## src/rtl/mult_div_unit_if.sv

```systemverilog
// mult_div_unit_if: request/result bundle for the multiply/divide unit.
//   start, op[1:0]     operation request (00 MULT, 01 MULTU, 10 DIV, 11 DIVU)
//   srcA, srcB         operands (multiplicand/dividend, multiplier/divisor)
//   writeHi, writeLo   MTHI/MTLO strobes, data on writeData
//   hi, lo             HI/LO registers
//   busy, done         operation in progress / one-cycle result pulse
// master: the requester (pipeline or bench); slave: mult_div_unit.
interface mult_div_unit_if;
  logic        start;
  logic [1:0]  op;
  logic [31:0] srcA;
  logic [31:0] srcB;
  logic        writeHi;
  logic        writeLo;
  logic [31:0] writeData;
  logic [31:0] hi;
  logic [31:0] lo;
  logic        busy;
  logic        done;

  modport master (
    output start, op, srcA, srcB, writeHi, writeLo, writeData,
    input  hi, lo, busy, done
  );

  modport slave (
    input  start, op, srcA, srcB, writeHi, writeLo, writeData,
    output hi, lo, busy, done
  );
endinterface

```

## src/rtl/mult_div_unit.sv

```systemverilog
// mult_div_unit: iterative 32-bit multiply/divide unit with HI/LO registers.
//   clk  single clock, rising edge
//   rst  asynchronous active-high reset
//   bus  mult_div_unit_if.slave: start/op/srcA/srcB request, writeHi/writeLo/
//        writeData MTHI/MTLO, hi/lo/busy/done results
// Multiply: radix-2 shift-add on magnitudes, 32 cycles, then sign fix.
// Divide:   restoring division on magnitudes, 32 cycles, then sign fix.
// Result is committed to hi/lo 34 edges after the accepting edge.
// Configuration macro MULT_DIV_UNIT_DIV_EN: when defined the divider is built;
// when undefined DIV/DIVU requests are ignored.
module mult_div_unit (
  input logic            clk,
  input logic            rst,
  mult_div_unit_if.slave bus
);

  typedef enum logic [2:0] {
    StIdle = 3'd0,
    StMul  = 3'd1,
`ifdef MULT_DIV_UNIT_DIV_EN
    StDiv  = 3'd2,
`endif
    StFix  = 3'd3,
    StDone = 3'd4
  } state_e;

  state_e      state_q, state_d;
  logic [4:0]  cnt_q, cnt_d;
  logic        sign_a_q, sign_a_d;
  logic        sign_b_q, sign_b_d;
  logic [31:0] mag_b_q, mag_b_d;
  // Working register: {acc, multiplier} for multiply, {rem, quotient} for divide.
  logic [63:0] prod_q, prod_d;
  logic [31:0] hi_q, hi_d;
  logic [31:0] lo_q, lo_d;
  logic        done_q, done_d;
`ifdef MULT_DIV_UNIT_DIV_EN
  logic        is_div_q, is_div_d;
  logic [31:0] a_raw_q, a_raw_d;
  logic [32:0] div_shift;
  logic [32:0] div_diff;
`endif

  logic        start_ok;
  logic        op_signed;
  logic [31:0] mag_a;
  logic [31:0] mag_b;
  logic [32:0] mul_sum;

  assign op_signed = ~bus.op[0];
  assign mag_a     = (op_signed && bus.srcA[31]) ? (32'd0 - bus.srcA) : bus.srcA;
  assign mag_b     = (op_signed && bus.srcB[31]) ? (32'd0 - bus.srcB) : bus.srcB;

`ifdef MULT_DIV_UNIT_DIV_EN
  assign start_ok = bus.start;
`else
  assign start_ok = bus.start & ~bus.op[1];
`endif

  always_comb begin
    state_d  = state_q;
    cnt_d    = cnt_q;
    sign_a_d = sign_a_q;
    sign_b_d = sign_b_q;
    mag_b_d  = mag_b_q;
    prod_d   = prod_q;
    hi_d     = hi_q;
    lo_d     = lo_q;
    done_d   = 1'b0;
    mul_sum  = '0;
`ifdef MULT_DIV_UNIT_DIV_EN
    is_div_d  = is_div_q;
    a_raw_d   = a_raw_q;
    div_shift = '0;
    div_diff  = '0;
`endif

    unique case (state_q)
      StIdle: begin
        if (start_ok) begin
          sign_a_d = op_signed & bus.srcA[31];
          sign_b_d = op_signed & bus.srcB[31];
          mag_b_d  = mag_b;
          prod_d   = {32'd0, mag_a};
          cnt_d    = '0;
`ifdef MULT_DIV_UNIT_DIV_EN
          is_div_d = bus.op[1];
          a_raw_d  = bus.srcA;
          state_d  = bus.op[1] ? StDiv : StMul;
`else
          state_d  = StMul;
`endif
        end else if (!bus.start) begin
          // MTHI/MTLO only land when no request is being made this cycle.
          if (bus.writeHi) hi_d = bus.writeData;
          if (bus.writeLo) lo_d = bus.writeData;
        end
      end

      StMul: begin
        mul_sum = {1'b0, prod_q[63:32]} + (prod_q[0] ? {1'b0, mag_b_q} : 33'd0);
        prod_d  = {mul_sum, prod_q[31:1]};
        cnt_d   = cnt_q + 5'd1;
        if (cnt_q == 5'd31) state_d = StFix;
      end

`ifdef MULT_DIV_UNIT_DIV_EN
      StDiv: begin
        // Remainder stays below the divisor, so 33 bits cover shift and subtract.
        div_shift = {prod_q[63:32], prod_q[31]};
        div_diff  = div_shift - {1'b0, mag_b_q};
        prod_d    = {(div_diff[32] ? div_shift[31:0] : div_diff[31:0]),
                     prod_q[30:0], ~div_diff[32]};
        cnt_d     = cnt_q + 5'd1;
        if (cnt_q == 5'd31) state_d = StFix;
      end
`endif

      StFix: begin
        prod_d  = (sign_a_q ^ sign_b_q) ? (64'd0 - prod_q) : prod_q;
`ifdef MULT_DIV_UNIT_DIV_EN
        if (is_div_q) begin
          if (mag_b_q == 32'd0) begin
            prod_d = {a_raw_q, 32'hFFFF_FFFF};
          end else begin
            // Quotient truncates toward zero; remainder follows the dividend.
            prod_d[31:0]  = (sign_a_q ^ sign_b_q) ? (32'd0 - prod_q[31:0]) : prod_q[31:0];
            prod_d[63:32] = sign_a_q ? (32'd0 - prod_q[63:32]) : prod_q[63:32];
          end
        end
`endif
        state_d = StDone;
      end

      StDone: begin
        hi_d    = prod_q[63:32];
        lo_d    = prod_q[31:0];
        done_d  = 1'b1;
        state_d = StIdle;
      end

      default: state_d = StIdle;
    endcase
  end

  always_ff @(posedge clk or posedge rst) begin
    if (rst) begin
      state_q  <= StIdle;
      cnt_q    <= '0;
      sign_a_q <= 1'b0;
      sign_b_q <= 1'b0;
      mag_b_q  <= '0;
      prod_q   <= '0;
      hi_q     <= '0;
      lo_q     <= '0;
      done_q   <= 1'b0;
`ifdef MULT_DIV_UNIT_DIV_EN
      is_div_q <= 1'b0;
      a_raw_q  <= '0;
`endif
    end else begin
      state_q  <= state_d;
      cnt_q    <= cnt_d;
      sign_a_q <= sign_a_d;
      sign_b_q <= sign_b_d;
      mag_b_q  <= mag_b_d;
      prod_q   <= prod_d;
      hi_q     <= hi_d;
      lo_q     <= lo_d;
      done_q   <= done_d;
`ifdef MULT_DIV_UNIT_DIV_EN
      is_div_q <= is_div_d;
      a_raw_q  <= a_raw_d;
`endif
    end
  end

  assign bus.hi   = hi_q;
  assign bus.lo   = lo_q;
  assign bus.busy = (state_q != StIdle);
  assign bus.done = done_q;

endmodule

```

## src/flat_wrapper.sv

```systemverilog
// flat-port wrapper written by rule: the top's interface ports become plain ports
module mult_div_unit_flat 
  (clk, rst, bus_start, bus_op, bus_srcA, bus_srcB, bus_writeHi, bus_writeLo, bus_writeData, bus_hi, bus_lo, bus_busy, bus_done);
  mult_div_unit_if bus_i ();
  input logic clk;
  input logic rst;
  input wire logic [$bits(bus_i.start)-1:0] bus_start;
  input wire logic [$bits(bus_i.op)-1:0] bus_op;
  input wire logic [$bits(bus_i.srcA)-1:0] bus_srcA;
  input wire logic [$bits(bus_i.srcB)-1:0] bus_srcB;
  input wire logic [$bits(bus_i.writeHi)-1:0] bus_writeHi;
  input wire logic [$bits(bus_i.writeLo)-1:0] bus_writeLo;
  input wire logic [$bits(bus_i.writeData)-1:0] bus_writeData;
  output wire logic [$bits(bus_i.hi)-1:0] bus_hi;
  output wire logic [$bits(bus_i.lo)-1:0] bus_lo;
  output wire logic [$bits(bus_i.busy)-1:0] bus_busy;
  output wire logic [$bits(bus_i.done)-1:0] bus_done;
  assign bus_i.start = bus_start;
  assign bus_i.op = bus_op;
  assign bus_i.srcA = bus_srcA;
  assign bus_i.srcB = bus_srcB;
  assign bus_i.writeHi = bus_writeHi;
  assign bus_i.writeLo = bus_writeLo;
  assign bus_i.writeData = bus_writeData;
  assign bus_hi = bus_i.hi;
  assign bus_lo = bus_i.lo;
  assign bus_busy = bus_i.busy;
  assign bus_done = bus_i.done;
  mult_div_unit u_core (.clk(clk), .rst(rst), .bus(bus_i));
endmodule
```

## config.mk

```make
export PLATFORM = sky130hd
export DESIGN_NAME = mult_div_unit_flat
export DESIGN_NICKNAME = d
export VERILOG_FILES = /design/src/rtl/mult_div_unit_if.sv /design/src/rtl/mult_div_unit.sv /design/src/flat_wrapper.sv
export SDC_FILE = /design/constraint.sdc
export NUM_CORES = 1
export LEC_CHECK = 0
export BUFFER_PORTS_ARGS = -buffer_cell sky130_fd_sc_hd__buf_2
export CORE_MARGIN = 3
export CORE_UTILIZATION = 55
export DETAILED_ROUTE_END_ITERATION = 10
export PLACE_DENSITY = 0.75
export SYNTH_ARGS = -nofsm -noshare
export SYNTH_HDL_FRONTEND = slang
export SYNTH_SLANG_ARGS = --single-unit
```

## constraint.sdc

```tcl
create_clock -name clk -period 5.9 [get_ports clk]
set_input_delay 0.59 -clock clk [delete_from_list [all_inputs] [get_ports clk]]
set_output_delay 0.59 -clock clk [all_outputs]
set_load 0.01 [all_outputs]
```

# ---- Word-level counts from Yosys, hierarchy flattened
# Cells that the tools add are included.
dict set report word_totals {
  elab_cells 64
  output_inout_bits 66
  in_bits 103
  ff_bits 171
}
dict set report classes {
  n_eq_ne 11
  bitwise 6
  add_sub_neg 5
  mux 20
  n_reduce_logical 13
}
# op n
set op_table {}
lappend op_table {{32-bit two-way mux} 9}
lappend op_table {{64-bit case mux with 3 select lines} 1}
lappend op_table {{64-bit two-way mux} 2}
lappend op_table {{32-bit case mux with 2 select lines} 2}
lappend op_table {{1-bit by 32-bit subtractor with 32-bit output (first input constant)} 2}
lappend op_table {{1-bit by 64-bit subtractor with 64-bit output (first input constant)} 1}
lappend op_table {{32-bit by 33-bit adder with 33-bit output} 1}
lappend op_table {{5-bit case mux with 2 select lines} 1}
lappend op_table {{3-bit case mux with 3 select lines} 1}
lappend op_table {{2-bit != test (second input constant)} 4}
lappend op_table {{4-bit AND reduction} 2}
lappend op_table {{3-bit two-way mux} 2}
lappend op_table {{2-bit by 1-bit != test with 1-bit output (second input constant)} 3}
lappend op_table {{2-bit AND reduction} 3}
lappend op_table {{3-bit nonzero test} 2}
lappend op_table {{5-bit by 1-bit adder with 5-bit output (second input constant)} 1}
lappend op_table {{5-bit equality test (second input constant)} 1}
lappend op_table {{5-bit two-way mux} 1}
lappend op_table {{2-bit nonzero test} 2}
lappend op_table {{1-bit bitwise AND} 3}
lappend op_table {{3-bit by 1-bit equality test with 1-bit output (second input constant)} 1}
lappend op_table {{3-bit by 2-bit equality test with 1-bit output (second input constant)} 1}
lappend op_table {{3-bit equality test (second input constant)} 1}
lappend op_table {{3-bit logical NOT} 1}
lappend op_table {{other kinds (5)} 7}

# ---- Longest topological paths before layout
dict set report depth {
  ltp_word 5
  depth_mapped 13
  mapped_depth_nobuf 11
}

# ---- Worst setup path before layout
# Ideal clock, no wire load.
dict set report synth_path {
  kind {reg-to-reg}
  start {register u_core.prod_q[0]}
  end {register u_core.prod_q[36]}
  t_arrival_ns 2.994
  path_stages_with_launch 13
  setup_ns 0.132
  slack_ns 2.774
  period_less_slack_ns 3.126
  cell_sequence {dfrtp_1 -> buf_2 -> clkbuf_1 -> inv_1 -> ha_1 -> or4b_1 -> nor3_1 -> nand3_1 -> or3_1 -> or3_4 -> nor3_2 -> xor2_1 -> o21ai_1}
}
dict set report synth_via {
  elab_chain_cells 3
}
# item line
set synth_lines {}
lappend synth_lines {{from (decl)} mult_div_unit.sv:33} ;# logic [63:0] prod_q, prod_d;
lappend synth_lines {{from (signal assigned)} mult_div_unit.sv:167} ;# prod_q <= prod_d;
lappend synth_lines {{1-bit by 64-bit subtractor with 64-bit output / 32-bit two-way mux (equally long branches)} {mult_div_unit.sv:120, mult_div_unit.sv:101}}
lappend synth_lines {{64-bit two-way mux / 32-bit by 33-bit adder with 33-bit output (equally long branches)} {mult_div_unit.sv:120, mult_div_unit.sv:101}}
lappend synth_lines {{64-bit case mux with 3 select lines (*)} mult_div_unit.sv:78} ;# unique case (state_q)
# Mark *: on every way between the ends. The rest lies on a longest branch, timed or not. The select of a mux whose other input is x is not followed.
# A chain may end at the register's enable or synchronous reset.

# ---- Final worst setup path
dict set report layout_path {
  start {register u_core.prod_q[0]}
  end {register u_core.prod_q[60]}
}
# The elaborated chain is that of the path after synthesis.

==> reports/summary.txt <==
status - finished clean
Post-DP Area - 12,900 sq um
Iter 0 DRT Violations - 1,015
CP bufs+invs - 1
CTS hold repair buffers - 0
Num CTS Buffers - 17
Post-Place Cells - 1,848
Max Cap Violations - 0
Total Power - 6.52 mW
Synth Net Count - 1,622
fmax - 247 MHz
drt pass-1 iters - 5
Initial Utilization - 56.2%
grt ovf - 0
syn avg cell area - 8.03 sq um
GRT Util Overall - 29.2%
Slew HR - 21.6%
Skew-Pair Late Insertion Delay - 0.45 ns
Hold Vio Cnt, Final - 0
Synth cell types - 76
Setup Crit Path Kind - flip-flop to flip-flop
final HPWL from detailed placement - 25,500 microns
Reg clk slew, reported paths - 0.07 ns
Setup WS post-layout - 1.85 ns
Port Buffers - 168
Non-Filler Instances - 1,880
Synth area leader - dfrtp_1
die height - 153 microns
Required @ worst endpoint - 6.21 ns
Synth top area share - 36.0%
vias per cell - 6.17
vias in the first global route - 10,711
WL per Instance - 18.7 microns
PostCTS Resize Cnt - 0
largest net degree at the start of global routing - 108
Core ar. - 21,200 sq um
Max VDD drop - 0.207 mV
post-synthesis cell count - 1,481
fin area - 13,400 sq um
CTS max path bufs - 2
CP endpoint kind - flip-flop
# clock sinks - 171
worst path cell trace - inv_1 -> ha_1 -> or4b_1 -> nor3_1 -> nand3_1 -> nand4bb_1 -> nor2b_1 -> mux2i_1 -> a211oi_1 -> o311ai_1
final worst path period share - 68.6%
Seq cells post-synth - 171
post-CTS setup buffers - 0
DRC - 0
crit path max fanout - 37
H-Tree Depth - 4
die footprint - 23,400 sq um
FFs w/ async S/R, synth - 100%
Critical Path AT - 4.35 ns
Power Density - 486 nW/um^2
Max stage delay on crit path - 0.74 ns
Min Hold Slack - 0.330 ns
Crit path max-delay family - simple AND/OR/NAND/NOR gates
Die X - 153 microns
wire length of the first global-routing pass - 56,000 microns
Startpoint Class - flip-flop
Slew Limit Fails - 0
commonest non-fill, non-tap cell in the layout - o21ai_0
setup_tns - 0 ns
clk root buf - clkbuf_16
Area growth, synth to finish - 12.9%
I/O Pins - 169
Final nets - 1,733
TritonCTS clock tree - done
diode count - 0
worst slew pin tran - 1.17 ns
ys flop type - dfrtp_1
Warnings, synthesis - 0
final cell utilization of the core - 63.4%
CP max-delay cell - dfrtp_1
detailed-route wire length - 35,100 microns
HP Class - primary input to async pin
# setup viols final - 0
synth top area cells - dfrtp_1, o21ai_0, a21oi_1, nand2_1, xor2_1
RSZ-0062 raised after global routing - false
most frequent cells in the layout - o21ai_0, nand2_1, dfrtp_1
Core Rows - 53
sequential share of the synthesized area - 36.0%
Final ANT Viol Nets - 0
initial antenna violation count - 0
gp weighted congestion - 0.966
Pleak - 5.82 nW
clock skew - 0.00983 ns
number of synthesized flops with an enable pin - 0
share of cells above drive strength 1 - 15.6%
Setup WS pre-CTS - 1.95 ns
total number of vias - 11,601
crit path time final - 4.05 ns
Synth Cell Area - 11,900 sq um
-- logic make-up (layout without fill, tap and decap cells) --
kind of cell,count (synthesis),after routing,synth area share [%]
AND/OR/NAND/NOR,551,551,23.4
AO/OA/AOI/OAI,494,494,24.2
flip-flops,171,171,36.0
buffers and inverters,114,238,3.83
XOR/XNOR,99,99,7.29
adder cells (fa/ha/maj),38,38,4.06
multiplexers,14,14,1.20
-- cell type report --
class | count | area, sq um
multi-input combinational | 1196 | 7190
tap | 275 | 344
clock buffer | 18 | 429
timing repair buffer | 179 | 936
fill | 1847 | 7730
inverter | 27 | 106
clock inverter | 14 | 138
sequential | 171 | 4280
-- metal layers --
| metal | vias to the layer above | GRT usage (%) | wire length, microns |
|---|---|---|---|
| li1 | 5526 | - | - |
| met4 | 0 | 8.61 | 927 |
| met1 | 5445 | 41.1 | 15100 |
| met5 | - | 0 | 0 |
| met3 | 90 | 5.07 | 2950 |
| met2 | 540 | 46.4 | 16100 |
-- power breakdown --
part / switching, mW / total, mW / internal, mW / leakage [nW]
combinational: 1.67 / 2.97 / 1.30 / 3.44
clock: 0.517 / 1.11 / 0.590 / 0.272
sequential: 0.724 / 2.45 / 1.73 / 2.11
-- cell usage after synthesis, types with 5 or more instances --
cell type / number
or3_1: 14
buf_1: 7
nor3_2: 5
nand3_1: 20
a22oi_1: 10
nor2b_1: 51
or2_2: 9
and2_1: 38
dfrtp_1: 171
o221ai_1: 9
o311ai_0: 5
inv_1: 26
a31oi_1: 16
o22ai_1: 9
nor3_1: 41
o31ai_1: 13
nor2_1: 96
nand3b_1: 5
clkbuf_1: 72
o21ai_0: 196
nor4_1: 20
a21oi_1: 157
xor2_1: 53
nand2b_1: 15
o211ai_1: 8
mux2i_1: 12
a22o_1: 6
nand4_1: 12
xnor2_1: 46
a211oi_1: 7
nand2_1: 191
ha_1: 37
a21o_1: 12
o41ai_1: 6
and3_1: 5
or4_1: 6
a31o_2: 6
-- path summary, 6_finish.rpt --
path / startpoint / endpoint / slack (ns) / depth (start not counted)
worst min register to register: u_core.bus.lo[5]$_DFFE_PP0P_ / u_core.bus.lo[5]$_DFFE_PP0P_ / 0.47 / 2
worst max-delay path: u_core.prod_q[0]$_DFFE_PP0P_ / u_core.prod_q[60]$_DFFE_PP0P_ / 1.85 / 10
min in group clk: bus_srcB[31] / u_core.mag_b_q[31]$_DFFE_PP0P_ / 0.43 / 3
worst min-delay path: rst / u_core.bus.hi[11]$_DFFE_PP0P_ / 0.33 / 2
max in group asynchronous: rst / u_core.prod_q[12]$_DFFE_PP0P_ / 4.21 / 3
worst max register to register: u_core.prod_q[0]$_DFFE_PP0P_ / u_core.prod_q[60]$_DFFE_PP0P_ / 1.85 / 10
-- registers in the layout, summed over array words and instances (netlist names) --
register and cells:
u_core.cnt_q 5, u_core.sign_b_q 1, u_core.prod_q 64, u_core.bus.lo 32, u_core.bus.hi 32, u_core.mag_b_q 32
u_core.sign_a_q 1, u_core.state_q 3, u_core.bus.done 1
Note: power is estimated with default switching activity, not from simulation.
